===== src/rtl/adc_boxcar_filter.sv =====
// adc_boxcar_filter
// Moving-average (boxcar) filter between a 12-bit ADC AXI-Stream and a
// 14-bit DAC AXI-Stream. One averaged output per accepted input sample.
// Optional build macro: BOXCAR_ROUND_EN (round half-up before truncation).
module adc_boxcar_filter #(
  parameter int LOG2_TAPS = 3
) (
  input  logic        clk,
  input  logic        rst_n,
  input  logic [11:0] s_axis_tdata,
  input  logic        s_axis_tvalid,
  output logic        s_axis_tready,
  output logic [13:0] m_axis_tdata,
  output logic        m_axis_tvalid,
  input  logic        m_axis_tready,
  input  logic        clear,
  output logic        filled
);

  localparam int TAPS = 1 << LOG2_TAPS;
  localparam int SW   = 12 + LOG2_TAPS;
  localparam int CW   = LOG2_TAPS + 1;
  localparam logic [CW-1:0] FILL_MAX  = CW'(TAPS);
  localparam logic [CW-1:0] FILL_LAST = CW'(TAPS - 1);

`ifdef BOXCAR_ROUND_EN
  // Half of one output LSB, expressed in accumulator units; zero for 4 taps
  // because no bits are discarded there.
  localparam int          RND_SH  = (LOG2_TAPS >= 3) ? (LOG2_TAPS - 3) : 0;
  localparam logic [SW:0] RND_ADD = (LOG2_TAPS >= 3) ?
                                    ((SW+1)'(1) << RND_SH) : (SW+1)'(0);
`endif

  logic [11:0]   r_tap [TAPS];
  logic [SW-1:0] r_acc;
  logic [CW-1:0] r_fill_cnt;
  logic          r_filled;
  logic [13:0]   r_m_data;
  logic          r_m_valid;
  logic          r_rdy_en;

  logic          w_s_ready;
  logic          w_accept;
  logic          w_consume;
  logic [SW-1:0] w_acc_next;
  logic [SW:0]   w_rnd;
  logic [13:0]   w_out;

  // Handshake qualifiers: ready is held low in reset and during a clear cycle.
  always_comb begin
    w_s_ready = r_rdy_en & ~clear & (~r_m_valid | m_axis_tready);
    w_accept  = s_axis_tvalid & w_s_ready;
    w_consume = r_m_valid & m_axis_tready;
  end

  // Running sum update and the scaled output value it produces.
  always_comb begin
    w_acc_next = r_acc + {{LOG2_TAPS{1'b0}}, s_axis_tdata}
                       - {{LOG2_TAPS{1'b0}}, r_tap[TAPS-1]};
`ifdef BOXCAR_ROUND_EN
    w_rnd = {1'b0, w_acc_next} + RND_ADD;
`else
    w_rnd = {1'b0, w_acc_next};
`endif
    // Headroom guarantees the rounded sum never reaches bit SW.
    w_out = w_rnd[SW-1:LOG2_TAPS-2];
  end

  // Ready enable: rises on the first edge after reset release.
  always_ff @(posedge clk or negedge rst_n) begin
    if (!rst_n) begin
      r_rdy_en <= 1'b0;
    end else begin
      r_rdy_en <= 1'b1;
    end
  end

  // Delay line: new sample enters tap[0], oldest falls off tap[TAPS-1].
  always_ff @(posedge clk or negedge rst_n) begin
    if (!rst_n) begin
      for (int i = 0; i < TAPS; i++) r_tap[i] <= 12'd0;
    end else if (clear) begin
      for (int i = 0; i < TAPS; i++) r_tap[i] <= 12'd0;
    end else if (w_accept) begin
      for (int i = TAPS - 1; i > 0; i--) r_tap[i] <= r_tap[i-1];
      r_tap[0] <= s_axis_tdata;
    end else begin
      for (int i = 0; i < TAPS; i++) r_tap[i] <= r_tap[i];
    end
  end

  // Accumulator plus saturating fill counter and the window-full flag.
  always_ff @(posedge clk or negedge rst_n) begin
    if (!rst_n) begin
      r_acc      <= '0;
      r_fill_cnt <= '0;
      r_filled   <= 1'b0;
    end else if (clear) begin
      r_acc      <= '0;
      r_fill_cnt <= '0;
      r_filled   <= 1'b0;
    end else if (w_accept) begin
      r_acc <= w_acc_next;
      if (r_fill_cnt != FILL_MAX) begin
        r_fill_cnt <= r_fill_cnt + CW'(1);
      end else begin
        r_fill_cnt <= r_fill_cnt;
      end
      r_filled <= r_filled | (r_fill_cnt == FILL_LAST);
    end else begin
      r_acc      <= r_acc;
      r_fill_cnt <= r_fill_cnt;
      r_filled   <= r_filled;
    end
  end

  // Output register: reload on accept, drop valid once consumed, hold otherwise.
  always_ff @(posedge clk or negedge rst_n) begin
    if (!rst_n) begin
      r_m_data  <= 14'd0;
      r_m_valid <= 1'b0;
    end else if (clear) begin
      r_m_data  <= 14'd0;
      r_m_valid <= 1'b0;
    end else if (w_accept) begin
      r_m_data  <= w_out;
      r_m_valid <= 1'b1;
    end else if (w_consume) begin
      r_m_data  <= r_m_data;
      r_m_valid <= 1'b0;
    end else begin
      r_m_data  <= r_m_data;
      r_m_valid <= r_m_valid;
    end
  end

  assign s_axis_tready = w_s_ready;
  assign m_axis_tdata  = r_m_data;
  assign m_axis_tvalid = r_m_valid;
  assign filled        = r_filled;

endmodule


===== config.mk =====
export PLATFORM = sky130hd
export DESIGN_NAME = adc_boxcar_filter
export DESIGN_NICKNAME = d
export VERILOG_FILES = /design/src/rtl/adc_boxcar_filter.sv
export SDC_FILE = /design/constraint.sdc
export NUM_CORES = 1
export LEC_CHECK = 0
export CAP_MARGIN = 20
export CORE_ASPECT_RATIO = 1.1
export CORE_MARGIN = 1
export CORE_UTILIZATION = 55
export DETAILED_ROUTE_END_ITERATION = 10
export PLACE_DENSITY = 0.77
export SYNTH_ARGS = -nofsm -noshare
export SYNTH_HDL_FRONTEND = slang
export SYNTH_SLANG_ARGS = --single-unit

===== constraint.sdc =====
create_clock -name clk -period 9.05 [get_ports clk]
set_input_delay 1.81 -clock clk [delete_from_list [all_inputs] [get_ports clk]]
set_output_delay 1.81 -clock clk [all_outputs]
set_load 0.02 [all_outputs]

# After elaboration in Yosys (flattened, before gate mapping)
# Cells that the tools add are included.
[word_totals]
register_bits = 132
out_inout_bits = 17
inputBits = 17
[classes]
n_eq_ne = 2
add_sub_neg = 3
reduce_logical = 4
mux = 14
bitwise = 8
[ops]
columns = ["operator", "n"]
rows = [
  ["$mux W96", 2],
  ["$mux W15", 2],
  ["$mux W14", 2],
  ["$add A15 B12 Y15", 1],
  ["$sub A15 B12 Y15", 1],
  ["$mux W4", 3],
  ["$mux W1", 5],
  ["$add A4 B1 Y4 const B", 1],
  ["$and A1 B1 Y1", 4],
  ["$eq A4 B3 Y1 const B", 1],
  ["$ne A4 B4 Y1 const B", 1],
  ["$reduce_bool A2 Y1", 2],
  ["$reduce_bool A3 Y1", 1],
  ["$not A1 Y1", 2],
  ["$or A1 B1 Y1", 2],
  ["$reduce_and A2 Y1", 1],
]

# Longest topological paths before layout
# Gate-level depths: netlist of the first run.
[depth]
ltp_word = 6
depth_mapped = 11
mapped_depth_nobuf = 11

# Worst setup path after synthesis of the first run
# Ideal clock, no wire load.
[synth_path]
path_type = "input -> register"
from = "input port s_axis_tdata[1]"
to = "register r_acc[14]"
cell_stages = 10
path_buffers = 0
t_required_ps = 8922
arrival_ps = 4202
path_slack_ps = 4721
path_cell_list = "inv_1 fa_1 inv_1 fa_1 a21o_1 a221oi_4 nor3_2 a211oi_2 mux2i_1 mux2_1"
[synth_via]
elab_chain_cells = 4
[synth_lines]
columns = ["element", "line", "text"]
rows = [
  ["start: declaration", "10", "input logic [11:0] s_axis_tdata,"],
  ["$add A15 B12 Y15", "58", "w_acc_next = r_acc + {{LOG2_TAPS{1'b0}}, s_axis_tdata}"],
  ["$sub A15 B12 Y15", "59", "- {{LOG2_TAPS{1'b0}}, r_tap[TAPS-1]};"],
  ["$mux W15", "102", "end else if (w_accept) begin"],
  ["$mux W15", "98", "end else if (clear) begin"],
  ["end signal: assignment", "103", "r_acc <= w_acc_next;"],
  ["end signal: assignment", "111", "r_acc <= r_acc;"],
  ["end: declaration", "35", "logic [SW-1:0] r_acc;"],
]
# Every way passes these cells. The select of a mux whose other input is x is not followed.
# A chain may end at the register's enable or synchronous reset.

# Worst setup path after layout of the first run
[layout_path]
from = "input port m_axis_tready"
to = "output port s_axis_tready"
[layout_via]
elab_chain_cells = 2
[layout_lines]
columns = ["element", "line", "text"]
rows = [
  ["start: declaration", "15", "input logic m_axis_tready,"],
  ["$or A1 B1 Y1", "51", "w_s_ready = r_rdy_en & ~clear & (~r_m_valid | m_axis_tready);"],
  ["$and A1 B1 Y1", "51", ""],
  ["end: declaration", "12", "output logic s_axis_tready,"],
]
# Every way passes these cells.

==> results of run 1 <==
state kept, by name, indices dropped and copies added, names as in the netlist:
name,flops
r_tap,96
r_rdy_en,1
r_acc,15
m_axis_tvalid,1
filled,1
r_fill_cnt,4
layout by cell type, fill, tap and decap left out, drive strengths merged, types with 4 or more instances in the layout:
cell,netlist,routed
nor2,13,13
dfrtp,118,118
clkinvlp,0,4
xnor2,6,6
and3,4,4
buf,15,6
a21o,9,9
clkbuf,38,19
a21oi,114,114
nand3,4,4
ha,17,17
a211oi,4,4
o21ai,6,6
inv,51,52
clkdlybuf4s50,0,31
clkinv,0,6
nand2,220,220
fa,12,12
per-stage QoR:
stage / cell area (um2) / setup WS (ns) / hold WS (ns) / total power [mW] / cells
after global routing: 6680 / 3.87 / 0.535 / 1.48 / 826
after CTS: 6680 / 3.98 / 0.514 / 1.43 / 826
after floorplan: 5830 / 4.72 / 0.497 / 0.745 / 668
after detailed placement: 6130 / 3.98 / 0.498 / 0.805 / 795
final: 6680 / 3.99 / 0.505 / 1.41 / 826
after global placement: 6130 / 4.00 / 0.477 / 0.800 / 795
how the worst max path moves through the flow:
stage                          from                     to  slack [ns]  cells past startpoint
floorplan           s_axis_tdata[1]  r_acc[14]$_DFFE_PN0P_        4.72                     10
global placement      m_axis_tready          s_axis_tready        4.00                      5
detailed placement    m_axis_tready          s_axis_tready        3.98                      5
CTS                   m_axis_tready          s_axis_tready        3.98                      5
global route          m_axis_tready          s_axis_tready        3.87                      5
finish                m_axis_tready          s_axis_tready        3.99                      5
cells by family (layout without fill, tap and decap cells):
logic type | Yosys count | count (layout) | synth area share
other cells | 1 | 1 | 0.000643
simple gates | 259 | 259 | 0.179
compound gates | 146 | 146 | 0.143
xor+xnor | 9 | 9 | 0.0135
fa+ha+maj | 29 | 29 | 0.0777
buf+inv | 104 | 119 | 0.0762
flops | 118 | 118 | 0.507
mux | 2 | 2 | 0.00365
layer usage:
layer	share of wire	vias to the layer above	global-route usage
li1	-	2145	-
met1	0.46	2099	0.289
met2	0.50	86	0.364
met3	0.039	6	0.0547
met4	0.0053	0	0.0776
met5	0	-	0
area by class of cell:
class                           instances  area share
Inverter                               51      0.0287
Sequential cell                       118       0.442
Clock inverter                         12      0.0159
Multi-Input combinational cell        446       0.367
Clock buffer                           19      0.0663
Timing Repair Buffer                   37      0.0532
Tap cell                              143      0.0268
power groups by stage:
stage,combinational [mW],clock (mW),sequential (mW)
after floorplan,0.185,0,0.560
after global placement,0.236,0,0.564
after detailed placement,0.241,0,0.564
after CTS,0.242,0.630,0.556
after global routing,0.269,0.650,0.557
final,0.241,0.616,0.556
worst max-delay path: cells and delay by family:
kind,cells,cell delay (ns)
buf+inv,2,1.06
simple gates,3,0.37
==> qor.yml, run 1 <==
setup_path:
  critPathMaxStageDelay_ns: 0.61
  path_class: "in -> out"
  critPathSlowestCell: "clkdlybuf4s50_1"
  r2r_start: "r_acc[1]$_DFFE_PN0P_"
  reg2reg_slack_ns: 6.05
  reg2reg_to: "r_acc[14]$_DFFE_PN0P_"
  ff2ff_path_depth: 10
  cp.required_ns: 7.24
  arrival_ns: 3.25
  end_kind: "primary output"
  path_cells: "clkdlybuf4s50_1 > nand2b_1 > nand2_1 > nor2_1 > clkdlybuf4s50_1"
  start_kind: "input port"
  critPathMaxFanout: 4
  crit_top_cell: "clkdlybuf4s50_1"
synthesis:
  syn_avg_cell_area_um2: 8.72
  synth_flop_cell: "dfrtp_1"
  seq_area_frac_synth: 0.507
  synth_top_area_cell: "dfrtp_1"
  netlist_area_um2: 5830
  synthCells: 668
  ys_types: 44
  yosysMostFrequentCell: "nand2_1"
  ys_warn_count: 0
  synth_edf_count: 0
  ys_seq_elements: 118
  ys_async_sr_fraction: 1.00
  synth_top_area_frac: 0.507
  netlist_top_cells_count: "nand2_1 (220), dfrtp_1 (118), a21oi_1 (114)"
  synth.area.top_cells: "dfrtp_1 (51%), nand2_1 (14%), a21oi_1 (9.8%)"
  syn-num-nets: 714
global_route:
  grt_pass1_vias: 4098
  grt_max_degree: 113
  overflow: 0
  grt_pass1_wl_um: 18900
  track_usage: 0.222
  antenna_found_initial: 0
pwr:
  switchingPower_uw: 392
  p_seq_frac: 0.393
  switching_share: 0.278
  max-vdd-ir-drop_mv: 0.136
  p_int_mw: 1.02
  leakage_nw: 2.95
  combPwrFrac: 0.170
  power.density_nw_per_um2: 212
  clockPowerShare: 0.436
placement:
  numPortBuffers: 33
  dp_hpwl_um: 7070
  gp_congestion: 0.833
drt:
  wl_um: 11200
  dr.pass1.iters: 5
  dr.first_iter.drc_count: 314
  viasPerCell: 5.25
  wl_per_cell_um: 13.5
  ant_nets: 0
  drc: 0
  vias: 4336
job:
  drv_cap: 0
timing:
  finalSetupViolations: 0
  finalSetupTns_ns: 0
  skew_ns: 0.0100
  rsz0062_at_grt: "false"
  fmax_mhz: 198
  slew_violations: 0
  post-route-min-period_ns: 5.06
  fin_crit_sh: 0.559
  slew_headroom: 0.277
  worst_slew_pin_slew_ns: 1.08
  hold_viol: 0
hold_path:
  holdPathStages: 2
  min_to: "filled$_DFFE_PN0P_"
  holdCritStartpoint: "filled$_DFFE_PN0P_"
  hold_class: "reg -> reg"
die:
  die_x_um: 100
  die_area_um2: 11000
  io_pins: 34
  core-area_um2: 10300
  fp.dieH_um: 110
  rows: 39
  start_util: 0.563
final_layout:
  syn_to_final_growth_pct: 14.6
  num-nets-final: 717
  antenna_cells: 0
  seq_area_um2: 2950
  final_core_util: 0.645
  drive_gt1_frac: 0.0630
  multi_input_area_um2: 2450
  fill_cells: 844
clock_tree:
  clock_sinks: 118
  cts_made_buffers: 17
  htreeDepth: 4
  clk_latency_ns: 0.41
  root_buffer: "clkbuf_16"
  cts_resized: 0
  hold_buffers: 0
  ctsLongestPathBuffers: 2
  cts_tree: "yes"
  clkTransAtPathRegs_ns: 0.05
  post_cts_buffers: 0
run_status:
  run_status: "complete, no violations"
Note: power is estimated with default switching activity, not from simulation.
==> inputs of run 2 (changes only) <==
--- a/config.mk
+++ b/config.mk
@@ -8,9 +8,9 @@
 export CAP_MARGIN = 20
 export CORE_ASPECT_RATIO = 1.1
 export CORE_MARGIN = 1
-export CORE_UTILIZATION = 55
+export CORE_UTILIZATION = 54
 export DETAILED_ROUTE_END_ITERATION = 10
-export PLACE_DENSITY = 0.77
+export PLACE_DENSITY = 0.79
 export SYNTH_ARGS = -nofsm -noshare
 export SYNTH_HDL_FRONTEND = slang
 export SYNTH_SLANG_ARGS = --single-unit
==> constraint.sdc (replaced) <==
create_clock -name clk -period 4.61 [get_ports clk]
set_input_delay 0.922 -clock clk [delete_from_list [all_inputs] [get_ports clk]]
set_output_delay 0.922 -clock clk [all_outputs]
set_load 0.02 [all_outputs]
==> qor.yml, run 2 (same netlist as run 1, synthesis figures left out) <==
clock_tree:
  post_cts_buffers: 0  # unchanged
  cts_made_buffers: 17  # unchanged
  cts_resized: 0  # unchanged
  htreeDepth: 4  # unchanged
  ctsLongestPathBuffers: 2  # unchanged
  clk_latency_ns: 0.41  # about the same
  hold_buffers: 0  # unchanged
  cts_tree: "yes"
  clock_sinks: 118  # unchanged
  root_buffer: "clkbuf_16"
  clkTransAtPathRegs_ns: 0.06  # about the same
die:
  die_area_um2: 11200  # +1.8%
  core-area_um2: 10400  # +0.94%
  die_x_um: 101  # +0.90%
  io_pins: 34  # unchanged
  start_util: 0.558  # -0.00527
  rows: 39  # unchanged
  fp.dieH_um: 111  # +0.90%
drt:
  ant_nets: 0  # unchanged
  vias: 4480  # +3.3%
  dr.first_iter.drc_count: 278  # -11%
  dr.pass1.iters: 5  # unchanged
  viasPerCell: 5.41  # +3.1%
  drc: 0  # unchanged
  wl_um: 12100  # +8.3%
  wl_per_cell_um: 14.6  # +8.1%
placement:
  gp_congestion: 0.854  # +2.6%
  numPortBuffers: 33  # unchanged
  dp_hpwl_um: 7340  # +3.9%
  dp_slack_ns: 0.458  # -3.52 ns
final_layout:
  reg_top3: "r_tap x96, r_acc x15, r_fill_cnt x4"
  layout_common_cells: "nand2_1 (220), dfrtp_1 (118), a21oi_1 (114)"
  num-nets-final: 719  # +0.28%
  final_common_cell: "nand2_1"
  max_flop_register: "r_tap"
  drive_gt1_frac: 0.0628  # -0.000184
  syn_to_final_growth_pct: 15.9
  fill_cells: 857  # +1.5%
  final_core_util: 0.647  # +0.00164
  antenna_cells: 0  # unchanged
  largest_reg_flops: 96  # unchanged
pwr:
  combPwrFrac: 0.167  # -0.003
  power.density_nw_per_um2: 438  # +110%
  p_int_mw: 2.18  # +110%
  switchingPower_uw: 779  # +99%
  switching_share: 0.263  # -0.0146
  leakage_nw: 2.99  # +1.5%
  clockPowerShare: 0.465  # +0.029
  max-vdd-ir-drop_mv: 0.238  # +75%
  p_seq_frac: 0.368  # -0.025
timing:
  slew_violations: 0  # unchanged
  skew_ns: 0.00687  # -0.00315 ns
  slew_headroom: 0.498  # +0.222
  fmax_mhz: 263
  hold_slack_ns: 0.405  # -0.100 ns
  finalSetupViolations: 0  # unchanged
  worst_slew_pin_slew_ns: 0.753  # -0.332 ns
  finalSetupTns_ns: 0  # unchanged
  hold_viol: 0  # unchanged
  fin_ws_ns: 0.806  # -3.19 ns
  rsz0062_at_grt: "false"
  fin_crit_sh: 0.825
  post-route-min-period_ns: 3.80
setup_path:
  reg2reg_to: "r_acc[14]$_DFFE_PN0P_"
  end_kind: "register"
  r2r_start: "r_acc[1]$_DFFE_PN0P_"
  cp.required_ns: 4.90  # -2.34 ns
  start_kind: "input port"
  arrival_ns: 4.09  # +0.84 ns
  ff2ff_path_depth: 10  # unchanged
  reg2reg_slack_ns: 1.52  # -4.53 ns
  path_class: "in -> reg"
  critPathMaxFanout: 4  # unchanged
global_route:
  overflow: 0  # unchanged
  track_usage: 0.241  # +0.0185
  grt_pass1_wl_um: 20800  # +10%
  grt_max_degree: 79  # -30%
  grt_pass1_vias: 4446  # +8.5%
  antenna_found_initial: 0  # unchanged
job:
  drv_cap: 0  # unchanged
hold_path:
  hold_class: "in -> async"
run_status:
  run_status: "complete, no violations"
## run 2: cell types whose count changed in the layout (fill, tap and decap cells not counted)
| cell | delta |
|---|---|
| inv_6 | -1 |
| clkinvlp_4 | -2 |
| buf_4 | +2 |
| clkinv_4 | -2 |
| clkbuf_1 | +2 |
| clkbuf_8 | +1 |
| bufinv_16 | +3 |
| clkinv_2 | -1 |
## run 2: metrics by stage
stage	power (mW)	cell area (um2)	cells
after global placement	1.57	6140	797
final	2.96	6760	828
after detailed placement	1.59	6140	797
after CTS	2.98	6760	828
after floorplan	1.46	5830	668
after global routing	3.09	6760	828
## run 2: per-layer routing
layer | wire (um) | track usage
met4 | 313 | 0.103
met5 | 0 | 0
met2 | 6160 | 0.381
met3 | 523 | 0.0624
met1 | 5120 | 0.310
## run 2: worst max-delay path by stage
stage,to,cells past startpoint,startpoint,slack [ns]
after global routing,r_acc[14]$_DFFE_PN0P_,11,s_axis_tdata[1],0.68
after CTS,r_acc[14]$_DFFE_PN0P_,11,s_axis_tdata[1],0.83
after global placement,r_acc[14]$_DFFE_PN0P_,11,s_axis_tdata[1],0.48
after detailed placement,r_acc[14]$_DFFE_PN0P_,11,s_axis_tdata[1],0.46
after floorplan,r_acc[14]$_DFFE_PN0P_,10,s_axis_tdata[1],1.17
final,r_acc[14]$_DFFE_PN0P_,11,s_axis_tdata[1],0.81
## run 2: layout make-up
class	count	area, um2	share of cell area
clock inverters	9	150	0.0222
repair buffers	39	370	0.0548
flip-flops and latches	118	2950	0.437
clock buffers	22	464	0.0687
inverters	51	191	0.0283
well taps	143	179	0.0265
multi-input cells	446	2450	0.362
## run 2: power groups by stage
stage / logic, mW / registers (mW) / clock network (mW)
finish: 0.496 / 1.09 / 1.38
global route: 0.546 / 1.09 / 1.45
CTS: 0.495 / 1.09 / 1.40
detailed placement: 0.479 / 1.11 / 0
global placement: 0.463 / 1.11 / 0
floorplan: 0.363 / 1.10 / 0
## run 2: worst max-delay path, stage by stage
cell and delay (ns):
clkdlybuf4s50_1 0.55, inv_1 0.08, fa_1 0.54, inv_1 0.07
fa_1 0.46, a21o_1 0.24, a221oi_4 0.33, nor3_2 0.10
a211oi_2 0.23, mux2i_1 0.22, mux2_1 0.33
